--- src/rtl/program_loader.sv ---
// Byte-stream program loader: receives a length header, assembles little-endian
// words into instruction memory, verifies an XOR checksum and releases the core.
module program_loader #(
  parameter int DEPTH_WORDS = 1024
) (
  input  logic        clk,
  input  logic        Reset,
  input  logic        start,
  input  logic [7:0]  rx_data,
  input  logic        rx_valid,
  output logic        rx_ready,
  output logic        WE_i_mem,
  output logic [31:0] WD_i_mem,
  output logic [9:0]  A_i_mem,
  output logic        core_reset,
  output logic        busy,
  output logic        done,
  output logic        error,
  output logic [2:0]  o_dbg_state
);

  // Handshake: a byte moves only on a rising edge where rx_valid && rx_ready;
  // rx_ready is registered and depends only on state, never on rx_valid.
  typedef enum logic [2:0] {
    S_IDLE   = 3'd0,
    S_LEN_LO = 3'd1,
    S_LEN_HI = 3'd2,
    S_DATA   = 3'd3,
    S_WRITE  = 3'd4,
    S_CHK    = 3'd5,
    S_FAIL   = 3'd6
  } state_t;

  localparam logic [16:0] DEPTH_L = 17'(DEPTH_WORDS);

  state_t      r_state;
  logic [15:0] r_len;
  logic [15:0] r_word_cnt;
  logic [1:0]  r_byte_idx;
  logic [7:0]  r_csum;
  logic        r_rx_ready;
  logic        r_we;
  logic [31:0] r_wd;
  logic [9:0]  r_addr;
  logic        r_core_reset;
  logic        r_busy;
  logic        r_done;
  logic        r_error;

  logic        w_accept;
  logic [15:0] w_len_full;
  logic        w_len_bad;
  logic [15:0] w_next_cnt;

  assign w_accept   = rx_valid & r_rx_ready;
  assign w_len_full = {rx_data, r_len[7:0]};
  assign w_len_bad  = (w_len_full == 16'd0) || ({1'b0, w_len_full} > DEPTH_L);
  assign w_next_cnt = r_word_cnt + 16'd1;

  always_ff @(posedge clk) begin
    if (Reset) begin
      r_state      <= S_IDLE;
      r_len        <= '0;
      r_word_cnt   <= '0;
      r_byte_idx   <= '0;
      r_csum       <= '0;
      r_rx_ready   <= 1'b0;
      r_we         <= 1'b0;
      r_wd         <= '0;
      r_addr       <= '0;
      r_core_reset <= 1'b0;
      r_busy       <= 1'b0;
      r_done       <= 1'b0;
      r_error      <= 1'b0;
    end else begin
      r_done <= 1'b0;
      r_we   <= 1'b0;
      case (r_state)
        S_IDLE: begin
          if (start) begin
            r_state      <= S_LEN_LO;
            r_rx_ready   <= 1'b1;
            r_core_reset <= 1'b1;
            r_busy       <= 1'b1;
            r_error      <= 1'b0;
            r_word_cnt   <= '0;
            r_csum       <= '0;
            r_byte_idx   <= '0;
            r_len        <= '0;
            r_addr       <= '0;
          end
        end
        S_LEN_LO: begin
          if (w_accept) begin
            r_len[7:0] <= rx_data;
            r_state    <= S_LEN_HI;
          end
        end
        S_LEN_HI: begin
          if (w_accept) begin
            r_len[15:8] <= rx_data;
            if (w_len_bad) begin
              r_state    <= S_FAIL;
              r_rx_ready <= 1'b0;
              r_error    <= 1'b1;
              r_busy     <= 1'b0;
            end else begin
              r_state <= S_DATA;
            end
          end
        end
        S_DATA: begin
          if (w_accept) begin
            r_wd[{r_byte_idx, 3'b000} +: 8] <= rx_data;
            r_csum     <= r_csum ^ rx_data;
            r_byte_idx <= r_byte_idx + 2'd1;
            if (r_byte_idx == 2'd3) begin
              r_state    <= S_WRITE;
              r_rx_ready <= 1'b0;
              r_we       <= 1'b1;
              r_addr     <= r_word_cnt[9:0];
            end
          end
        end
        S_WRITE: begin
          // Word count never exceeds the accepted length, so the address cannot wrap.
          r_word_cnt <= w_next_cnt;
          r_rx_ready <= 1'b1;
          r_state    <= (w_next_cnt < r_len) ? S_DATA : S_CHK;
        end
        S_CHK: begin
          if (w_accept) begin
            r_rx_ready <= 1'b0;
            if (rx_data == r_csum) begin
              r_state      <= S_IDLE;
              r_done       <= 1'b1;
              r_core_reset <= 1'b0;
              r_busy       <= 1'b0;
            end else begin
              r_state <= S_FAIL;
              r_error <= 1'b1;
              r_busy  <= 1'b0;
            end
          end
        end
        S_FAIL: begin
          // error and core_reset stay asserted until the next start or Reset.
          r_state <= S_IDLE;
        end
        default: begin
          r_state    <= S_IDLE;
          r_rx_ready <= 1'b0;
          r_busy     <= 1'b0;
        end
      endcase
    end
  end

  assign rx_ready    = r_rx_ready;
  assign WE_i_mem    = r_we;
  assign WD_i_mem    = r_wd;
  assign A_i_mem     = r_addr;
  assign core_reset  = r_core_reset;
  assign busy        = r_busy;
  assign done        = r_done;
  assign error       = r_error;
  assign o_dbg_state = r_state;

endmodule

--- config.mk ---
export PLATFORM = sky130hd
export DESIGN_NAME = program_loader
export DESIGN_NICKNAME = d
export VERILOG_FILES = /design/src/rtl/program_loader.sv
export SDC_FILE = /design/constraint.sdc
export NUM_CORES = 1
export LEC_CHECK = 0
export CORE_MARGIN = 2
export CORE_UTILIZATION = 45
export CTS_BUF_LIST = sky130_fd_sc_hd__clkbuf_4
export CTS_CLUSTER_DIAMETER = 50
export DETAILED_ROUTE_END_ITERATION = 16
export GPL_TIMING_DRIVEN = 0
export PLACE_DENSITY_LB_ADDON = 0.25
export SLEW_MARGIN = 0
export SYNTH_ARGS = -nofsm -noshare
export SYNTH_HDL_FRONTEND = slang
export SYNTH_SLANG_ARGS = --single-unit
export TNS_END_PERCENT = 100
--- constraint.sdc ---
create_clock -name clk -period 5.2 [get_ports clk]
set_input_delay 1.56 -clock clk [delete_from_list [all_inputs] [get_ports clk]]
set_output_delay 1.56 -clock clk [all_outputs]
set_load 0.01 [all_outputs]
==> impl_metrics.toml <==
[floorplan]
initial_utilization_pct = 45.8
die_area_um2 = 11200
dieWidth_um = 106
coreArea_um2 = 10200
chipHeight_um = 106
num_rows = 37
pin_count = 63

[critical_path]
end_kind = "register"
cp-start-kind = "register"
critPathMaxFanout = 7
cp_slowest_cell = "nor3_1"
required_ps = 5570
critPathKind = "reg -> reg"
critical-path-top-delay-family = "simple AND/OR/NAND/NOR gates"
max_stage_delay_ps = 680
crit_buf_inv = 0
crit_chain = "ha_1 > nand3_1 > nor3_1 > nand3_1 > xnor2_1 > ha_1 > nand3_1 > nor4_1 > a32oi_1 > a31o_2 > a221oi_2"
arrival_ps = 3990
path_common_cell = "nand3_1"

[power]
ir_drop_uv = 144
p_total_uw = 1500
leakagePower_uw = 0.00187
power.density_nw_per_um2 = 272

[route]
drc_errors = 0
drt_iter0_drc = 321
via_count = 4533
via_per_inst = 5.69
wl_per_cell_um = 15.9
drtPass1Iterations = 5
routed_wl_um = 12700
ant_nets = 0

[synth]
yosysWarnings = 0
synth_nets = 624
syn-instance-count = 590
ys_types = 53
synth-seq-cells = 93
seq_area_frac_synth_pct = 39.9
netlist_area_um2 = 4670
avgSynthCellArea_um2 = 7.91
synth_edf_count = 0
synth_flop_cell = "dfxtp_1"
async_flop_share_pct = 0

[grt]
grt.overflow.total = 0
grt_pass1_vias = 4251
grt_max_degree = 18
grt_usage_pct = 23.3
grt_pass1_wl_um = 20900
grt_antenna_before_repair = 0

[sta]
layout_setup_ws_ps = 1580
grt_setup_unrepaired = "no"
fin_tns_setup_ps = 0
finalCriticalPeriod_ps = 3620
fmax_mhz = 276
fin_crit_sh_pct = 69.7
hold_slack_ps = 460
worst_pin_slew_ps = 946
report.final.slew_viol_count = 0
max_slew_margin_pct = 36.8
skew_ps = 32.3
final-hold-violation-count = 0
setup_viol = 0

[clocking]
clk_pin_slew_ps = 160
postCtsHoldBufs = 0
post-cts-setup-buffers = 0
cts_tree = "built"
insertion_delay_ps = 470
clock_path_buffers = 2
htreeDepth = 3
cts_root_buf = "clkbuf_4"
post_cts_resize_count = 0
cts_buffers = 9
clock_sinks = 93

[place]
placement.io_buffers = 54
dp_slack_ps = 1290
gp_congestion = 0.891
dp_hpwl_um = 9020
post_dp_cell_area_um2 = 5380

[final_layout]
multi_input_area_um2 = 2560
antenna_cells = 0
n_fill_cell = 983
final_net_count = 689
layout-drive-gt1-share_pct = 4.55
seqCellArea_um2 = 1860
synthToLayoutAreaGrowth_pct = 18.4
final_area_um2 = 5520

[worst_hold_path]
hold_class = "reg -> reg"

[status]
outcome = "finished clean"

[job]
cap_violations = 0
synth_stat cells (all sizes together), types with 8 or more instances:
master	number	share of area (%)
inv	21	1.7
a21oi	81	8.8
xnor2	8	1.5
o21ai	23	2.5
nor4	10	1.3
clkbuf	33	2.7
a22oi	15	2.4
nand3b	9	1.4
nor2	45	3.6
nand2	75	6.0
dfxtp	93	40
nand3	60	6.4
xor2	15	2.8
ha	22	5.9
nor3	11	1.2
worst register-to-register path, delay by kind of cell, from the launching register on:
| kind | cells | cell delay [ps] |
|---|---|---|
| DFF | 1 | 480 |
| adders and majority gates | 2 | 580 |
| AOI/OAI and AO/OA | 3 | 750 |
| xor gates and xnor gates | 1 | 180 |
| and+or+nand+nor | 5 | 1560 |
placed cells by master, fill, tap and decap left out, types with 10 or more instances in the layout:
cell             instances
inv_1                   21
nand3_1                 60
nand2_1                 75
clkbuf_1                33
ha_1                    22
dfxtp_1                 93
a21oi_1                 80
clkdlybuf4s50_1         54
nor2_1                  45
a22oi_1                 15
nor4_1                  10
xor2_1                  15
o21ai_0                 20
nor3_1                  11
final timing paths:
path	from	end	slack, ps	cells after the start
setup / recovery	r_word_cnt[0]	o_dbg_state[2]	1580	11
hold / removal	A_i_mem[5]	A_i_mem[5]	460	2
setup reg to reg	r_word_cnt[0]	o_dbg_state[2]	1580	11
hold reg to reg	A_i_mem[5]	A_i_mem[5]	460	2
per-layer routing:
metal  global-route usage (%)  vias up  wire length, um
met2                     37.6      136             5950
li1                         -     2202                -
met5                        0        -                0
met1                     32.3     2178             5860
met3                     3.96       17              705
met4                     5.73        0              168
final cells by class:
cell class	count	area share [%]
plain buffers	40	2.99
clock buffers	9	1.22
clock inverters	7	1.45
inverters	21	1.43
multi-input cells	436	46.3
flip-flops and latches	93	33.7
well taps	136	3.08
repair buffers	54	9.78
flip-flops by register name, indices dropped and copies added, names as in the netlist:
signal	cells
r_csum	8
done	1
r_byte_idx	2
busy	1
rx_ready	1
WD_i_mem	32
A_i_mem	10
r_len	16
o_dbg_state	3
error	1
core_reset	1
r_word_cnt	16
WE_i_mem	1
through the flow:
stage	cells	utilization [%]
global route	796	54.2
CTS	796	54.2
finish	796	54.2
global placement	780	52.8
detailed placement	780	52.8
floorplan	590	-
kinds of logic (layout without fill, tap and decap cells):
logic type	count (synthesis)	count (layout)	share of synthesized area [%]
simple gates	242	242	24.9
flops	93	93	39.9
compound gates	149	149	19.7
buf+inv	61	131	5.23
fa+ha+maj	22	22	5.90
xor+xnor	23	23	4.32
report_power, final:
| part | leakage (uW) | total (uW) | switching (uW) | internal [uW] |
|---|---|---|---|---|
| combinational | 0.00104 | 331 | 218 | 112 |
| sequential | 0.000750 | 745 | 12.8 | 732 |
| clock | 0.0000809 | 426 | 272 | 155 |
Note: power is estimated with default switching activity, not from simulation.
